**src/rtl/serial_add_ctrl_pkg.sv**
```systemverilog
// Shared definitions for the nibble-serial adder controller.
//   state_t : controller FSM states (IDLE, RUN, DONE)
//   SLICE_W : width of the single carry-lookahead slice, in bits
package serial_add_ctrl_pkg;

  localparam int SLICE_W = 4;

  typedef enum logic [1:0] {
    IDLE = 2'd0,
    RUN  = 2'd1,
    DONE = 2'd2
  } state_t;

endpackage : serial_add_ctrl_pkg

```
**src/rtl/serial_add_ctrl_if.sv**
```systemverilog
// Handshake bundle between a requester and the serial adder controller.
//   in_valid/in_ready   : operand handshake (a, b, cin)
//   out_valid/out_ready : result handshake (y, cout)
//   busy                : controller is stepping through nibbles
// Modports: master = requester/consumer side, slave = controller side.
interface serial_add_ctrl_if #(
  parameter int WIDTH = 16
);

  logic             in_valid;
  logic             in_ready;
  logic [WIDTH-1:0] a;
  logic [WIDTH-1:0] b;
  logic             cin;
  logic             out_valid;
  logic             out_ready;
  logic [WIDTH-1:0] y;
  logic             cout;
  logic             busy;

  modport master (
    output in_valid, a, b, cin, out_ready,
    input  in_ready, out_valid, y, cout, busy
  );

  modport slave (
    input  in_valid, a, b, cin, out_ready,
    output in_ready, out_valid, y, cout, busy
  );

endinterface : serial_add_ctrl_if

```
**src/rtl/serial_add_ctrl_cla4.sv**
```systemverilog
// 4-bit carry-lookahead adder, purely combinational.
//   a, b : 4-bit addends     cin  : carry in
//   y    : 4-bit sum         cout : carry out of bit 3
// Every carry is expanded from generate/propagate terms so no carry
// ripples through a previous sum bit.
module cla4 (
  input  logic [3:0] a,
  input  logic [3:0] b,
  input  logic       cin,
  output logic [3:0] y,
  output logic       cout
);

  logic [3:0] g;
  logic [3:0] p;
  logic [4:0] c;

  assign g = a & b;
  assign p = a ^ b;

  assign c[0] = cin;
  assign c[1] = g[0] | (p[0] & cin);
  assign c[2] = g[1] | (p[1] & g[0]) | (p[1] & p[0] & cin);
  assign c[3] = g[2] | (p[2] & g[1]) | (p[2] & p[1] & g[0])
              | (p[2] & p[1] & p[0] & cin);
  assign c[4] = g[3] | (p[3] & g[2]) | (p[3] & p[2] & g[1])
              | (p[3] & p[2] & p[1] & g[0])
              | (p[3] & p[2] & p[1] & p[0] & cin);

  assign y    = p ^ c[3:0];
  assign cout = c[4];

endmodule : cla4

```
**src/rtl/serial_add_ctrl.sv**
```systemverilog
// Nibble-serial adder controller: one 4-bit CLA slice processes a
// WIDTH-bit add one nibble per cycle, LSB nibble first.
//   clk, rst_n : clock and asynchronous active-low reset
//   bus        : slave side of serial_add_ctrl_if (operand handshake,
//                result handshake, busy)
// Result appears NIBBLES edges after the accepting edge and is held
// until the consumer takes it; no new operand is accepted meanwhile.
module serial_add_ctrl
  import serial_add_ctrl_pkg::*;
#(
  parameter int WIDTH = 16
) (
  input  logic               clk,
  input  logic               rst_n,
  serial_add_ctrl_if.slave   bus
);

  localparam int NIBBLES = WIDTH / SLICE_W;
  localparam int IDX_W   = (NIBBLES > 1) ? $clog2(NIBBLES) : 1;

  state_t state;
  state_t next_state;

  logic [IDX_W-1:0]                idx;
  logic                            carry;
  logic [NIBBLES-1:0][SLICE_W-1:0] op_a;
  logic [NIBBLES-1:0][SLICE_W-1:0] op_b;
  logic [NIBBLES-1:0][SLICE_W-1:0] result;

  logic [SLICE_W-1:0] slice_a;
  logic [SLICE_W-1:0] slice_b;
  logic [SLICE_W-1:0] slice_y;
  logic               slice_cout;
  logic               last_nibble;

  assign last_nibble = (idx == IDX_W'(NIBBLES - 1));

  // Operand nibble selected by comparing the index against each slot.
  always_comb begin
    // NOTE: defaults first so every path assigns; otherwise a latch is inferred.
    slice_a = '0;
    slice_b = '0;
    for (int i = 0; i < NIBBLES; i++) begin
      if (idx == IDX_W'(i)) begin
        slice_a = op_a[i];
        slice_b = op_b[i];
      end
    end
  end

  cla4 u_cla4 (
    .a    (slice_a),
    .b    (slice_b),
    .cin  (carry),
    .y    (slice_y),
    .cout (slice_cout)
  );

  // NOTE: sequential state uses non-blocking assignments so every register
  // samples pre-edge values regardless of statement order.
  always_ff @(posedge clk or negedge rst_n) begin
    if (!rst_n) state <= IDLE;
    else        state <= next_state;
  end

  always_comb begin
    next_state    = state;
    bus.in_ready  = 1'b0;
    bus.out_valid = 1'b0;
    bus.busy      = 1'b0;
    unique case (state)
      IDLE: begin
        bus.in_ready = 1'b1;
        if (bus.in_valid) next_state = RUN;
      end
      RUN: begin
        bus.busy = 1'b1;
        if (last_nibble) next_state = DONE;
      end
      DONE: begin
        bus.out_valid = 1'b1;
        if (bus.out_ready) next_state = IDLE;
      end
      default: next_state = IDLE;
    endcase
  end

  // NOTE: operand and result registers are reset explicitly because a reset
  // must leave y and cout at zero, not at whatever the last add produced.
  always_ff @(posedge clk or negedge rst_n) begin
    if (!rst_n) begin
      idx    <= '0;
      carry  <= 1'b0;
      op_a   <= '0;
      op_b   <= '0;
      result <= '0;
    end else begin
      unique case (state)
        IDLE: begin
          if (bus.in_valid) begin
            op_a  <= bus.a;
            op_b  <= bus.b;
            carry <= bus.cin;
            idx   <= '0;
          end
        end
        RUN: begin
          for (int i = 0; i < NIBBLES; i++) begin
            if (idx == IDX_W'(i)) result[i] <= slice_y;
          end
          carry <= slice_cout;
          // Index parks on the top nibble instead of wrapping.
          if (!last_nibble) idx <= idx + 1'b1;
        end
        default: ;
      endcase
    end
  end

  assign bus.y    = result;
  assign bus.cout = carry;

endmodule : serial_add_ctrl

```
**src/flat_wrapper.sv**
```systemverilog
// flat-port wrapper written by rule: the top's interface ports become plain ports
module serial_add_ctrl_flat import serial_add_ctrl_pkg::*;
#(
  parameter int WIDTH = 16
)
  (clk, rst_n, bus_in_valid, bus_a, bus_b, bus_cin, bus_out_ready, bus_in_ready, bus_out_valid, bus_y, bus_cout, bus_busy);
  serial_add_ctrl_if #(.WIDTH(WIDTH)) bus_i ();
  input  logic clk;
  input  logic rst_n;
  input wire logic [$bits(bus_i.in_valid)-1:0] bus_in_valid;
  input wire logic [$bits(bus_i.a)-1:0] bus_a;
  input wire logic [$bits(bus_i.b)-1:0] bus_b;
  input wire logic [$bits(bus_i.cin)-1:0] bus_cin;
  input wire logic [$bits(bus_i.out_ready)-1:0] bus_out_ready;
  output wire logic [$bits(bus_i.in_ready)-1:0] bus_in_ready;
  output wire logic [$bits(bus_i.out_valid)-1:0] bus_out_valid;
  output wire logic [$bits(bus_i.y)-1:0] bus_y;
  output wire logic [$bits(bus_i.cout)-1:0] bus_cout;
  output wire logic [$bits(bus_i.busy)-1:0] bus_busy;
  assign bus_i.in_valid = bus_in_valid;
  assign bus_i.a = bus_a;
  assign bus_i.b = bus_b;
  assign bus_i.cin = bus_cin;
  assign bus_i.out_ready = bus_out_ready;
  assign bus_in_ready = bus_i.in_ready;
  assign bus_out_valid = bus_i.out_valid;
  assign bus_y = bus_i.y;
  assign bus_cout = bus_i.cout;
  assign bus_busy = bus_i.busy;
  serial_add_ctrl #(.WIDTH(WIDTH)) u_core (.clk(clk), .rst_n(rst_n), .bus(bus_i));
endmodule
```
**config.mk**
```make
export PLATFORM = sky130hd
export DESIGN_NAME = serial_add_ctrl_flat
export DESIGN_NICKNAME = d
export VERILOG_FILES = /design/src/rtl/serial_add_ctrl_pkg.sv /design/src/rtl/serial_add_ctrl_if.sv /design/src/rtl/serial_add_ctrl_cla4.sv /design/src/rtl/serial_add_ctrl.sv /design/src/flat_wrapper.sv
export SDC_FILE = /design/constraint.sdc
export NUM_CORES = 1
export LEC_CHECK = 0
export ABC_AREA = 1
export BUFFER_PORTS_ARGS = -buffer_cell sky130_fd_sc_hd__buf_4
export CORE_UTILIZATION = 40
export CTS_CLUSTER_SIZE = 25
export DETAILED_ROUTE_END_ITERATION = 10
export PLACE_DENSITY_LB_ADDON = 0.1
export SYNTH_ARGS = -nofsm -noshare
export SYNTH_HDL_FRONTEND = slang
export SYNTH_SLANG_ARGS = --single-unit
```
**constraint.sdc**
```tcl
create_clock -name clk -period 4.2 [get_ports clk]
set_clock_uncertainty 0.15 [all_clocks]
set_input_delay 0.21 -clock clk [delete_from_list [all_inputs] [get_ports clk]]
set_output_delay 0.21 -clock clk [all_outputs]
set_load 0.05 [all_outputs]
```
==> results_dict.tcl, run 1 <==
set metrics [dict create \
    clock-sinks 53 \
    finalCriticalPeriod_ns 2.77 \
    cts_tree "built" \
    route.detailed.drc 0 \
    instances_no_fill 512 \
    gp_congestion 0.797 \
    io-pin-count 57 \
    viasPerCell 4.56 \
    cp_max_fo 12 \
    cts_hold_buf 35 \
    insertion_delay_ns 0.31 \
    die_w_um 88.1 \
    path_clk_slew_ns 0.10 \
    wl_mm 6.33 \
    grt_pass1_vias 2306 \
    clockRootBuffer "clkbuf_8" \
    diodes 0 \
    grt_pass1_wl_mm 10.7 \
    yosys.area.top_type "dfrtp_1" \
    die_h_um 88.1 \
    worst_hold_slack_ns 0.195 \
    fp.dieArea_um2 7760 \
    portBuffers 56 \
    timing.rr.start "u_core.idx[1]$_DFFE_PN0P_" \
    drv_cap 0 \
    hold_viol 0 \
    synth_area_um2 2960 \
    path_class "flop to flop" \
    synth.ff_latch_count 53 \
    irDropWorstVdd_uv 348 \
    place_inst 469 \
    dp_hpwl_mm 4.40 \
    synth_top_area_share 0.448 \
    worstMarginPinSlew_ns 0.672 \
    fin_crit_sh 0.660 \
    first_pass_iters 4 \
    setup_violations 0 \
    p_total_w 0.00307 \
    finalMaxSlewViolations 0 \
    syn_nets 371 \
    power.density_nw_per_um2 800 \
    drtIter0Drc 83 \
    synthDistinctLibCells 23 \
    startpoint "u_core.idx[1]$_DFFE_PN0P_" \
    grt_max_degree 54 \
    outcome "finished clean" \
    cts_made_buffers 5 \
    routedWlPerCell_um 12.4 \
    core_area_um2 7210 \
    grt.overflow.total 0 \
    fmax_mhz 361 \
    antenna_found_initial 0 \
    cts-resized-gates 0 \
    end_kind "flop" \
    ff2ff_setup_slack_ns 1.43 \
    rsz0062_at_grt "no" \
    ys_top_cells_by_area "dfrtp_1, nand2_4, nand2_1" \
    required_ns 4.25 \
    rows 31 \
    drive_gt1_frac 0.344 \
    post_cts_buffers 0 \
    grt_usage 0.180 \
    synthCells 325 \
    yosys_warnings 0 \
    start_kind "flop" \
    drt.antenna.violating_nets 0 \
    crit_arrival_ns 2.83 \
    syn_avg_cell_area_um2 9.12 \
    htree_num_levels 2 \
    num_vias 2335 \
    max_slew_margin 0.552 \
    start_util 0.411 \
    seq_area_frac_synth 0.448 \
    nets 458 \
    min-delay-start "bus_in_valid" \
    clk_path_buf_depth 2 \
    hp-class "input port to flop" \
    power.leakage_nw 2.08 \
    syn_to_final_growth_pct 29.6 \
    fin_tns_setup_ns 0 \
]
## power by group
part / switching, W / total, W / internal (W)
clock network: 0.000164 / 0.000280 / 0.000116
logic: 0.00126 / 0.00188 / 0.000620
registers: 0.000164 / 0.000916 / 0.000752
total: 0.00158 / 0.00307 / 0.00149
## synthesized netlist by cell type
library cell,instances
nor2_4,5
inv_4,1
xor2_1,1
nand3b_1,1
ha_1,8
nand2_2,30
inv_8,1
dfrtp_1,53
nand2_4,33
inv_2,8
a21oi_1,19
nand2_1,94
fa_1,1
o31ai_1,1
o21ai_1,6
o21ai_0,9
buf_12,3
inv_1,10
nor2_1,11
nand4_1,2
buf_2,8
nand2_8,1
nand3_1,19
## worst paths after layout
path	endpoint	cells after the start
max	u_core.bus.y[11]$_DFFE_PN0P_	14
min	u_core.state[0]$_DFFE_PN0P_	3
max reg2reg	u_core.bus.y[11]$_DFFE_PN0P_	14
min reg2reg	u_core.bus.y[13]$_DFFE_PN0P_	2
max in group asynchronous	u_core.op_a[1]$_DFFE_PN0P_	2
min in group asynchronous	u_core.op_a[8]$_DFFE_PN0P_	2
## critical path: stages, from the launching register on
cell and delay, ns:
dfrtp_1 0.43, inv_1 0.13, ha_1 0.41, inv_2 0.16, nand3_1 0.10, nand2_1 0.05, o21ai_0 0.09, a21oi_1 0.12
ha_1 0.38, nand2_1 0.08, nand2_1 0.05, nor2_1 0.14, nand3_1 0.19, nand3_1 0.14, nand2_1 0.05
## state kept, by name, summed over array words and instances, names as in the netlist
| name | cells |
|---|---|
| u_core.bus.y | 16 |
| u_core.op_a | 16 |
| u_core.op_b | 16 |
| u_core.idx | 2 |
| u_core.state | 2 |
| u_core.bus.cout | 1 |
## cells by family (layout without fill, tap and decap cells)
kind of cell               after synthesis  after routing  synth area share
and+or+nand+nor                        196            196             0.386
DFF                                     53             53             0.448
AOI/OAI and AO/OA                       35             35            0.0600
buffers and inverters                   31            119            0.0625
adders and majority gates                9              9            0.0405
xor gates and xnor gates                 1              1           0.00296
## per-layer routing
metal,vias to the layer above,wire length (µm),global-route usage
li1,1193,-,-
met1,1085,2960,0.233
met2,48,3040,0.307
met3,9,217,0.0377
met4,0,105,0.0499
met5,-,0,0
## placed cells by master, fill, tap and decap left out, types with 8 or more instances in the layout
master         synthesis  final
nand3_1               19     19
buf_4                  0     56
a21oi_1               19     19
nand2_1               94     94
dlygate4sd3_1          0     35
nand2_2               30     30
nor2_1                11     11
o21ai_0                9      9
dfrtp_1               53     53
inv_1                 10     10
inv_2                  8      8
ha_1                   8      8
nand2_4               33     33
## area by class of cell
| type | instances | area, µm² |
|---|---|---|
| repair buffers | 91 | 771 |
| well taps | 99 | 124 |
| inverters | 20 | 85.1 |
| clock inverters | 2 | 10.0 |
| fillers | 717 | 3370 |
| flip-flops and latches | 53 | 1330 |
| multi-input cells | 241 | 1450 |
| clock buffers | 6 | 72.6 |
## metrics by stage
stage	instance area [µm²]	worst slack, ns	utilization
floorplan	2960	1.96	-
global placement	3410	1.48	0.472
detailed placement	3410	1.49	0.472
CTS	3840	1.44	0.532
global route	3840	1.16	0.532
finish	3840	1.43	0.532
Note: power is estimated with default switching activity, not from simulation.
==> run 2, diff against run 1 <==
Clock period 4.2 ns to 2.4 ns, I/O delays scaled along.
==> run 2 against run 1 <==
  * Non-clock buffer count is 14 higher
  * Total power is 99% higher
  * Routed wire length is 2.7% higher
  * Sequential power is 76% higher
  * Critical path depth is 3 lower
  * Die area stayed put
  * Clock power grew to 2.5 times the previous value
  * Final cell count is 2.7% higher
  * Critical path type unchanged
  * Critical endpoint is now u_core.bus.y[7]$_DFFE_PN0P_
==> results_dict.tcl, run 2 (synthesis gave the netlist of run 1 again) <==
set metrics [dict create \
    p_total_w 0.00610 \
    mostFrequentLayoutCells "nand2_1, buf_4, dfrtp_1" \
    rsz0062_at_grt "yes" \
    outcome "finished clean" \
    setup_ws_ns 0.0841 \
    start_kind "flop" \
    fin_util 0.567 \
    power.density_nw_per_um2 1490 \
    mostFrequentLayoutCell "nand2_1" \
    fin_crit_sh 0.965 \
    cp_max_fo 15 \
    hp-class "input port to flop" \
    diodes 0 \
    hold_viol 0 \
    wl_mm 6.50 \
    fp.dieArea_um2 7760 \
    path_clk_slew_ns 0.10 \
    insertion_delay_ns 0.31 \
    drv_cap 0 \
    worstMarginPinSlew_ns 0.653 \
    io-pin-count 57 \
    n_fill_cell 683 \
    gp_congestion 0.805 \
    htree_num_levels 2 \
    drt.antenna.violating_nets 0 \
    dp_hpwl_mm 4.36 \
    nets 472 \
    clock-sinks 53 \
    irDropWorstVdd_uv 507 \
    placed_area_um2 3490 \
    required_ns 2.46 \
    portBuffers 56 \
    start_util 0.411 \
    core_area_um2 7210 \
    end_kind "flop" \
    fin_area_um2 4090 \
    grt_pass1_wl_mm 10.9 \
    ff2ff_setup_slack_ns 0.08 \
    finalCriticalPeriod_ns 2.32 \
    multi_input_area_um2 1530 \
    drtIter0Drc 113 \
    clk_path_buf_depth 2 \
    grt.overflow.total 0 \
    crit_arrival_ns 2.38 \
    finalMaxSlewViolations 0 \
    place_ws_ns -0.107 \
    first_pass_iters 4 \
    syn_to_final_growth_pct 38.0 \
    route.detailed.drc 0 \
    clockRootBuffer "clkbuf_8" \
    die_h_um 88.1 \
    die_w_um 88.1 \
    grt_usage 0.185 \
    grt_max_degree 54 \
    worst_hold_slack_ns 0.122 \
    max_slew_margin 0.565 \
    power.leakage_nw 2.18 \
    antenna_found_initial 0 \
    viasPerCell 4.57 \
    drive_gt1_frac 0.407 \
    path_class "flop to flop" \
    rows 31 \
    grt_pass1_vias 2366 \
    num_vias 2405 \
    cts_made_buffers 5 \
    routedWlPerCell_um 12.3 \
    fmax_mhz 432 \
    setup_violations 0 \
    cts_tree "built" \
    seq_area_um2 1330 \
]
-- run 2: cell count changes in the layout (fill, tap and decap cells not counted), sizes merged --
| cell | change |
|---|---|
| clkinv | -1 |
| buf | +14 |
| clkbuf | -1 |
| bufinv | +2 |
-- run 2: where the power goes --
group          internal, W  switching, W  total (W)
sequential         0.00132      0.000296    0.00161
clock             0.000414      0.000296   0.000710
combinational      0.00143       0.00235    0.00378
-- run 2: area by class of cell --
| cell class | count | share of cell area |
|---|---|---|
| tap | 99 | 0.0303 |
| timing repair buffer | 105 | 0.214 |
| sequential | 53 | 0.325 |
| clock inverter | 3 | 0.0159 |
| multi-input combinational | 241 | 0.375 |
| clock buffer | 5 | 0.0168 |
| inverter | 20 | 0.0227 |
-- run 2: what timing repair did --
item                                    4_1_cts  5_1_grt
setup buffers                                 1        2
pin swaps                                     0        6
gates resized for setup                      10       17
hold buffers                                 35        0
endpoints found under the setup margin        9       17
hold endpoints to repair                     87        0
-- run 2: through the flow --
| stage | std cells | setup TNS (ns) |
|---|---|---|
| 5_1_grt | 526 | -0.267 |
| 2_1_floorplan | 325 | 0 |
| 3_5_place_dp | 480 | -0.469 |
| 6_report | 526 | 0 |
| 3_3_place_gp | 480 | -0.247 |
| 4_1_cts | 524 | 0 |
-- run 2: worst paths after layout --
kind	depth (start not counted)	end	startpoint
min	3	u_core.state[0]$_DFFE_PN0P_	bus_in_valid
min in group asynchronous	2	u_core.bus.y[4]$_DFFE_PN0P_	rst_n
max reg2reg	11	u_core.bus.y[7]$_DFFE_PN0P_	u_core.idx[0]$_DFFE_PN0P_
max	11	u_core.bus.y[7]$_DFFE_PN0P_	u_core.idx[0]$_DFFE_PN0P_
min reg2reg	2	u_core.bus.y[13]$_DFFE_PN0P_	u_core.bus.y[13]$_DFFE_PN0P_
max in group asynchronous	2	u_core.idx[0]$_DFFE_PN0P_	rst_n
-- run 2: critical path, cell delays in order (launching register included) --
cell     delay (ns)
dfrtp_2        0.47
ha_1           0.31
inv_4          0.18
nor2_1         0.06
a21oi_1        0.15
ha_1           0.31
nand2_1        0.08
nand2_1        0.07
nor2_2         0.15
nand3_2        0.12
nand3_1        0.12
nand2_1        0.05
-- run 2: layer usage --
layer | vias up | part of all wire | global-route usage
li1 | 1227 | - | -
met1 | 1118 | 0.45 | 0.230
met2 | 52 | 0.51 | 0.331
met3 | 8 | 0.029 | 0.0311
met4 | 0 | 0.011 | 0.0528
met5 | - | 0 | 0
==> run 3, diff against run 2 <==
==> constraint.sdc (replaced) <==
create_clock -name clk -period 2.4 [get_ports clk]
set_clock_uncertainty 0.15 [all_clocks]
set_input_delay 0 -clock clk [delete_from_list [all_inputs] [get_ports clk]]
set_output_delay 0 -clock clk [all_outputs]
set_load 0.05 [all_outputs]
==> run 3 against run 2 <==
  * Routed wire length increased by 0.22%
  * Total power is essentially flat
  * Register-to-register slack about the same
  * Worst setup slack about the same
  * Sequential share of layout area down 0.079 points
  * Global-route usage hardly changed
  * Final cell count is 0.19% higher
  * Sequential cell count stayed put
  * Hold slack got worse by 0.018 ns
  * Via count is 0.12% higher
  * Cell area grew 0.24%
  * Critical path type unchanged
  * Non-clock buffer count grew 1
==> results_dict.tcl, run 3 (synthesis gave the netlist of run 1 again) <==
set metrics [dict create \
    mostFrequentLayoutCell "nand2_1" \
    cpMostUsedCell "nand2_1" \
    path_class "flop to flop" \
    drv_cap 0 \
    power.density_nw_per_um2 1490 \
    required_ns 2.46 \
    place_ws_ns -0.107 \
    timing.rr.start "u_core.idx[0]$_DFFE_PN0P_" \
    irDropWorstVdd_uv 507 \
    cp_max_fo 15 \
    gp_congestion 0.805 \
    r2r-end "u_core.bus.y[7]$_DFFE_PN0P_" \
    setup_ws_ns 0.0841 \
    insertion_delay_ns 0.31 \
    io-pin-count 57 \
    htree_num_levels 2 \
    grt_pass1_wl_mm 10.9 \
    core_area_um2 7210 \
    syn_to_final_growth_pct 38.3 \
    placed_area_um2 3490 \
    hold_viol 0 \
    fin_tns_setup_ns 0 \
    die_w_um 88.1 \
    grt.overflow.total 0 \
    antenna_found_initial 0 \
    fin_area_um2 4100 \
    worstMarginPinSlew_ns 0.653 \
    grt_usage 0.185 \
    dp_hpwl_mm 4.36 \
    nets 473 \
    power.leakage_nw 2.18 \
    worstSetupEndpoint "u_core.bus.y[7]$_DFFE_PN0P_" \
    p_total_w 0.00611 \
    n_fill_cell 681 \
    fin_crit_sh 0.965 \
    routedWlPerCell_um 12.4 \
    startpoint "u_core.idx[0]$_DFFE_PN0P_" \
    path_cells "ha_1 > inv_4 > nor2_1 > a21oi_1 > ha_1 > nand2_1 > nand2_1 > nor2_2 > nand3_2 > nand3_1 > nand2_1" \
    hp-class "input port to async pin" \
    critical_path.max_stage_delay_ns 0.47 \
    mostFrequentLayoutCells "nand2_1, buf_4, dfrtp_1" \
    reg2regPathDepth 11 \
    finalCriticalPeriod_ns 2.32 \
    die_h_um 88.1 \
    drtIter0Drc 108 \
    drive_gt1_frac 0.407 \
    cpMaxStageDelayCell "dfrtp_2" \
    clk_path_buf_depth 2 \
    start_util 0.411 \
    multi_input_area_um2 1530 \
    path_clk_slew_ns 0.10 \
    instances_no_fill 527 \
    fp.dieArea_um2 7760 \
    route.detailed.drc 0 \
    rows 31 \
    end_kind "flop" \
    cts_tree "built" \
    portBuffers 56 \
    wl_mm 6.51 \
    seq_area_um2 1330 \
    clock-sinks 53 \
    num_vias 2408 \
    drt.antenna.violating_nets 0 \
    finalMaxSlewViolations 0 \
    diodes 0 \
    crit_arrival_ns 2.38 \
    ff2ff_setup_slack_ns 0.08 \
    place_inst 480 \
    outcome "finished clean" \
    grt_pass1_vias 2369 \
    first_pass_iters 4 \
    max_slew_margin 0.565 \
    start_kind "flop" \
    setup_violations 0 \
    grt_max_degree 54 \
    rsz0062_at_grt "yes" \
    fmax_mhz 432 \
    clockRootBuffer "clkbuf_8" \
    cts_made_buffers 5 \
    viasPerCell 4.57 \
]
run 3: cell count changes in the layout (fill, tap and decap cells not counted), sizes merged:
cell / change
dlygate4sd3: +1
run 3: report_power, final:
group	total [W]	switching, W	internal [W]
Clock	0.000710	0.000296	0.000414
Sequential	0.00161	0.000296	0.00132
Combinational	0.00378	0.00235	0.00143
Total	0.00611	0.00295	0.00316
run 3: critical path, delay by kind of cell, from the launching register on:
kind            cells  cell delay [ns]
buf+inv             1             0.18
simple gates        7             0.65
flops               1             0.47
fa+ha+maj           2             0.62
compound gates      1             0.15
run 3: how the worst min path moves through the flow:
stage	slack, ns	from	endpoint
2_1_floorplan	-0.45	rst_n	u_core.bus.cout$_DFFE_PN0P_
3_3_place_gp	-0.06	rst_n	u_core.state[1]$_DFFE_PN0P_
3_5_place_dp	-0.06	rst_n	u_core.state[1]$_DFFE_PN0P_
4_1_cts	0.14	rst_n	u_core.bus.y[15]$_DFFE_PN0P_
5_1_grt	0.17	rst_n	u_core.bus.y[15]$_DFFE_PN0P_
6_report	0.10	rst_n	u_core.bus.y[4]$_DFFE_PN0P_
run 3: through the flow:
step	util	hold WS, ns
after floorplan	-	-0.446
after global placement	0.484	-0.0622
after detailed placement	0.484	-0.0607
after CTS	0.560	0.140
after global routing	0.568	0.174
final	0.568	0.104
run 3: cell type report:
| class | count | share of cell area |
|---|---|---|
| multi-input combinational | 241 | 0.374 |
| sequential | 53 | 0.324 |
| clock inverter | 3 | 0.0159 |
| inverter | 20 | 0.0226 |
| tap | 99 | 0.0302 |
| clock buffer | 5 | 0.0168 |
| timing repair buffer | 106 | 0.216 |
run 3: repair_timing:
action / CTS / global route
hold endpoints to repair: 88 / 0
endpoints found under the setup margin: 9 / 17
cloned: 0 / 0
setup buffers: 1 / 2
hold buffers: 36 / 0
pin swaps: 0 / 6
resized for setup: 10 / 17
run 3: layer usage:
| layer | GRT usage | vias up | share of wire |
|---|---|---|---|
| li1 | - | 1229 | - |
| met1 | 0.230 | 1119 | 0.45 |
| met2 | 0.331 | 52 | 0.51 |
| met3 | 0.0311 | 8 | 0.030 |
| met4 | 0.0528 | 0 | 0.011 |
| met5 | 0 | - | 0 |
